`config.mk`:
```
export PLATFORM = sky130hd
export DESIGN_NAME = spi_mem_ctrl
export DESIGN_NICKNAME = d
export VERILOG_FILES = /design/src/rtl/spi_mem_ctrl.sv
export SDC_FILE = /design/constraint.sdc
export NUM_CORES = 1
export LEC_CHECK = 0
export CELL_PAD_IN_SITES_DETAIL_PLACEMENT = 2
export CELL_PAD_IN_SITES_GLOBAL_PLACEMENT = 2
export CORE_MARGIN = 2
export CORE_UTILIZATION = 30
export DETAILED_ROUTE_END_ITERATION = 8
export PLACE_DENSITY = 0.74
export SLEW_MARGIN = 25
export SYNTH_ARGS = -nofsm -noshare
export SYNTH_HDL_FRONTEND = slang
export SYNTH_SLANG_ARGS = --single-unit
```
`constraint.sdc`:
```
create_clock -name clk -period 3.25 [get_ports clk]
set_input_delay 0.65 -clock clk [delete_from_list [all_inputs] [get_ports clk]]
set_output_delay 0.65 -clock clk [all_outputs]
set_load 0.01 [all_outputs]
```
`src/rtl/spi_mem_ctrl.sv`:
```
// SPI mode-0 memory controller: turns single-word read/write requests into
// opcode + address + data frames with a valid/ready request side and a response pulse.
module spi_mem_ctrl #(
    parameter int         ADDR_W      = 16,
    parameter int         ADDR_BYTES  = 2,
    parameter int         DATA_W      = 16,
    parameter int         HALF_PERIOD = 1,
    parameter int         CS_GAP      = 1,
    parameter logic [7:0] CMD_READ    = 8'h03,
    parameter logic [7:0] CMD_WRITE   = 8'h02
) (
    input  logic              clk,
    input  logic              rst,
    input  logic              req_valid,
    output logic              req_ready,
    input  logic              req_write,
    input  logic [ADDR_W-1:0] req_addr,
    input  logic [DATA_W-1:0] req_wdata,
    output logic              rsp_valid,
    output logic [DATA_W-1:0] rsp_rdata,
    output logic              busy,
    output logic              spi_select,
    output logic              spi_clk,
    output logic              spi_mosi,
    input  logic              spi_miso
);

    localparam int AW = 8 * ADDR_BYTES;
    localparam int NB = DATA_W / 8;
    localparam int N  = 8 + AW + DATA_W;
    localparam int BW = $clog2(N + 1);
    localparam int DW = $clog2(HALF_PERIOD + 1);
    localparam int GW = $clog2(CS_GAP + 1);

    localparam logic [BW-1:0] CMD_LAST  = BW'(7);
    localparam logic [BW-1:0] ADDR_LAST = BW'(8 + AW - 1);
    localparam logic [BW-1:0] DATA_LAST = BW'(N - 1);
    localparam logic [DW-1:0] DIV_LAST  = DW'(HALF_PERIOD - 1);
    localparam logic [GW-1:0] GAP_LAST  = GW'(CS_GAP - 1);

    typedef enum logic [2:0] {
        S_IDLE,
        S_CMD,
        S_ADDR,
        S_DATA,
        S_GAP
    } state_t;

    // The wire carries data bytes lowest address first, so both directions reverse byte order.
    function automatic logic [DATA_W-1:0] byte_swap(input logic [DATA_W-1:0] w);
        logic [DATA_W-1:0] r;
        r = '0;
        for (int i = 0; i < NB; i++) begin
            r[8*i +: 8] = w[8*(NB-1-i) +: 8];
        end
        return r;
    endfunction

    state_t            state_q, state_d;
    logic              cs_q, cs_d;
    logic              sck_q, sck_d;
    logic              mosi_q, mosi_d;
    logic [DW-1:0]     div_q, div_d;
    logic [BW-1:0]     bit_cnt_q, bit_cnt_d;
    logic [GW-1:0]     gap_q, gap_d;
    logic [N-1:0]      sh_q, sh_d;
    logic [DATA_W-1:0] rx_q, rx_d;
    logic              wr_q, wr_d;
    logic              rsp_valid_q, rsp_valid_d;
    logic [DATA_W-1:0] rdata_q, rdata_d;
    logic [N-1:0]      frame;

    assign req_ready  = (state_q == S_IDLE) && !rst;
    assign busy       = (state_q != S_IDLE);
    assign rsp_valid  = rsp_valid_q;
    assign rsp_rdata  = rdata_q;
    assign spi_select = cs_q;
    assign spi_clk    = sck_q;
    assign spi_mosi   = mosi_q;

    always_comb begin
        state_d     = state_q;
        cs_d        = cs_q;
        sck_d       = sck_q;
        mosi_d      = mosi_q;
        div_d       = div_q;
        bit_cnt_d   = bit_cnt_q;
        gap_d       = gap_q;
        sh_d        = sh_q;
        rx_d        = rx_q;
        wr_d        = wr_q;
        rsp_valid_d = 1'b0;
        rdata_d     = rdata_q;
        frame       = {(req_write ? CMD_WRITE : CMD_READ), AW'(req_addr),
                       (req_write ? byte_swap(req_wdata) : {DATA_W{1'b0}})};

        case (state_q)
            S_IDLE: begin
                if (req_valid && req_ready) begin
                    state_d   = S_CMD;
                    cs_d      = 1'b0;
                    sck_d     = 1'b0;
                    mosi_d    = frame[N-1];
                    sh_d      = {frame[N-2:0], 1'b0};
                    div_d     = '0;
                    bit_cnt_d = '0;
                    wr_d      = req_write;
                end
            end
            S_CMD, S_ADDR, S_DATA: begin
                if (div_q == DIV_LAST) begin
                    div_d = '0;
                    if (!sck_q) begin
                        sck_d = 1'b1;
                        if (state_q == S_DATA) begin
                            rx_d = {rx_q[DATA_W-2:0], spi_miso};
                        end
                    end else begin
                        // End of a bit: SCK falls and MOSI advances in the same edge.
                        sck_d = 1'b0;
                        if (bit_cnt_q == DATA_LAST) begin
                            state_d     = S_GAP;
                            cs_d        = 1'b1;
                            mosi_d      = 1'b0;
                            gap_d       = '0;
                            rsp_valid_d = 1'b1;
                            if (!wr_q) begin
                                rdata_d = byte_swap(rx_q);
                            end
                        end else begin
                            bit_cnt_d = bit_cnt_q + 1'b1;
                            mosi_d    = sh_q[N-1];
                            sh_d      = {sh_q[N-2:0], 1'b0};
                            if (bit_cnt_q == CMD_LAST) begin
                                state_d = S_ADDR;
                            end else if (bit_cnt_q == ADDR_LAST) begin
                                state_d = S_DATA;
                            end
                        end
                    end
                end else begin
                    div_d = div_q + 1'b1;
                end
            end
            S_GAP: begin
                if (gap_q == GAP_LAST) begin
                    state_d = S_IDLE;
                end else begin
                    gap_d = gap_q + 1'b1;
                end
            end
            default: begin
                state_d = S_IDLE;
            end
        endcase
    end

    always_ff @(posedge clk) begin
        if (rst) begin
            state_q     <= S_IDLE;
            cs_q        <= 1'b1;
            sck_q       <= 1'b0;
            mosi_q      <= 1'b0;
            div_q       <= '0;
            bit_cnt_q   <= '0;
            gap_q       <= '0;
            rsp_valid_q <= 1'b0;
            rdata_q     <= '0;
        end else begin
            state_q     <= state_d;
            cs_q        <= cs_d;
            sck_q       <= sck_d;
            mosi_q      <= mosi_d;
            div_q       <= div_d;
            bit_cnt_q   <= bit_cnt_d;
            gap_q       <= gap_d;
            rsp_valid_q <= rsp_valid_d;
            rdata_q     <= rdata_d;
        end
        sh_q <= sh_d;
        rx_q <= rx_d;
        wr_q <= wr_d;
    end

endmodule

```
==> impl_metrics.tcl <==
set metrics [dict create \
    status "complete, no violations" \
    drive_above_1_share_pct 6.806 \
    switching_share_pct 23.81 \
    p_sw_w 0.0005141 \
    die_area_um2 12110 \
    synth.most_common_cell "nand2_1" \
    fp.dieW_um 110.0 \
    ios 59 \
    syn_area_per_cell_um2 10.48 \
    layout.cells.non_filler 522 \
    yosys.area_share.simple_pct 22.44 \
    fmax_mhz 375.5 \
    slew_headroom_pct 49.55 \
    cts_buffers 9 \
    cp-start-kind "input port" \
    die_y_um 110.0 \
    core_um2 10890 \
    cts_buffer_depth 2 \
    synthCells 322 \
    start_util_pct 30.98 \
    ctsHoldBuffers 0 \
    wl_per_cell_um 14.84 \
    vias_per_cell 4.774 \
    min_period_ns 2.663 \
    async_reset_ff_share_pct 0 \
    path_clk_slew_ns 0.08 \
    finClkSkew_ns 0.008959 \
    syn_to_final_growth_pct 27.56 \
    synth_edf_count 56 \
    htree_levels 3 \
    hold_slack_ns 0.4551 \
    synth_top_cell_by_area "edfxtp_1" \
    tns_ns 0 \
    synth_ff_type "edfxtp_1" \
    antenna_found_initial 0 \
    seq_power_share_pct 56.3 \
    path_max_fanout 28 \
    fin_nets 415 \
    peakVddDrop_mv 0.1716 \
    ys_top_cells_by_count "116 x nand2_1, 56 x edfxtp_1, 29 x dfxtp_1, 25 x a21oi_1, 21 x nand3_1" \
    hold_path_class "flip-flop to flip-flop" \
    p_per_area_nw_per_um2 501.8 \
    ant_nets 0 \
    synth_xor_area_share_pct 0.5193 \
    maxSlewViolCount 0 \
    p_leak_nw 1.549 \
    arrival_ns 2.01 \
    drt-initial-drc-count 123 \
    synth_compound_area_share_pct 6.565 \
    grt_usage_pct 13.77 \
    vias 2492 \
    hpwl_um 5132 \
    synth.distinct_cells 39 \
    grt_max_degree 41 \
    clockRootBuffer "clkbuf_8" \
    yosysWarnings 0 \
    grt_overflow 0 \
    fin_crit_sh_pct 81.95 \
    drc 0 \
    post-place-cells 506 \
    cts_sinks 85 \
    synth_fp_nets 360 \
    post_cts_resized 0 \
    grt_pass1_vias 2560 \
    cts_tree "done" \
    clockPowerShare_pct 34.6 \
    rows 38 \
    dr.pass1.iters 4 \
    netlist.area_leader.share_pct 49.85 \
    combPwrFrac_pct 9.1 \
    grt_pass1_wl_um 12590 \
    critPathKind "input port to primary output" \
    crit_path_end_kind "primary output" \
    worstPathRequired_ns 2.60 \
    max_cap_violations 0 \
    cts_setup_buffers 0 \
    yosys.area_share.adder_pct 0.3709 \
    intPower_w 0.001645 \
    clkLatencyLatePin_ns 0.36 \
    tightest_slew_ns 0.7544 \
    total_power_w 0.002159 \
    finalSetupViolations 0 \
    drt-total-wl_um 7744 \
    synthMuxAreaShare_pct 0.2967 \
    hold_violations 0 \
    ys_top_cells_by_area "edfxtp_1 50%, dfxtp_1 17%, nand2_1 13%" \
    num_antenna_cells 0 \
    rsz0062_at_grt "false" \
    synth_top_family_by_area "simple AND/OR/NAND/NOR gates" \
    place_congestion 0.7604 \
    syn_area_um2 3373 \
    fin_util_pct 39.52 \
    yosysSeqAreaShare_pct 67.06 \
    ys_seq_elements 85 \
    io_buffers 58 \
]
==> cells in the final DEF, fill, tap and decap left out, types with 3 or more instances in the layout <==
| master | synthesis | layout |
|---|---|---|
| clkdlybuf4s50_1 | 0 | 58 |
| a21oi_1 | 25 | 25 |
| and2_1 | 6 | 6 |
| nor2_1 | 12 | 11 |
| nand3_1 | 21 | 21 |
| nand2_1 | 116 | 116 |
| edfxtp_1 | 56 | 56 |
| dfxtp_1 | 29 | 29 |
| inv_1 | 3 | 3 |
| buf_4 | 0 | 4 |
| clkbuf_8 | 0 | 9 |
==> metal layers <==
layer / GRT usage [%] / vias up / share of wire, %
met4: 5.154 / 0 / 1.8
met2: 21.56 / 64 / 47
met1: 18.12 / 1206 / 46
met5: 0 / - / 0
li1: - / 1209 / -
met3: 3.880 / 13 / 5.2
==> critical path, cell delays in order <==
cell and delay [ns]:
clkdlybuf4s50_1 0.48, buf_4 0.31, nor2_1 0.09, clkdlybuf4s50_1 0.48
==> path summary, 6_finish.rpt <==
| kind | endpoint | start | slack, ns | depth (start not counted) |
|---|---|---|---|---|
| max | req_ready | rst | 0.59 | 4 |
| max reg2reg | bit_cnt_q[5] | state_q[1] | 1.18 | 4 |
| min reg2reg | rx_q[1] | rx_q[0] | 0.46 | 0 |
| min | rx_q[1] | rx_q[0] | 0.46 | 0 |
==> cell type report <==
| class | instances | area, um2 |
|---|---|---|
| well taps | 140 | 175.2 |
| fillers | 1166 | 6585 |
| multi-input cells | 215 | 1035 |
| inverters | 3 | 11.26 |
| flip-flops and latches | 85 | 2262 |
| clock inverters | 6 | 61.31 |
| repair buffers | 63 | 630.6 |
| clock buffers | 10 | 127.6 |
==> kinds of logic after synthesis <==
logic type / Yosys count
adder cells (fa/ha/maj): 1
XOR/XNOR: 2
flip-flops: 85
AO/OA/AOI/OAI: 37
buffers and inverters: 22
multiplexers: 1
AND/OR/NAND/NOR: 174
==> power groups by stage <==
stage               Sequential, W  Combinational, W  Clock (W)
floorplan                 0.00124          0.000108          0
finish                    0.00122          0.000195   0.000747
detailed placement        0.00124          0.000201          0
global route              0.00122          0.000221   0.000817
global placement          0.00124          0.000193          0
CTS                       0.00122          0.000201   0.000780
==> through the flow <==
stage	setup WS [ns]	area (um2)
finish	0.5866	4303
global placement	0.5909	4114
CTS	0.5743	4303
global route	0.5187	4303
floorplan	0.3879	3376
detailed placement	0.5248	4114
==> registers in the layout (all words and copies together) (netlist names) <==
name and flops:
spi_mosi 1, state_q 3, bit_cnt_q 6, sh_q 39
rsp_rdata 16, rx_q 16, spi_clk 1, wr_q 1
spi_select 1, rsp_valid 1
No activity file was read; power rests on OpenSTA's default activity.
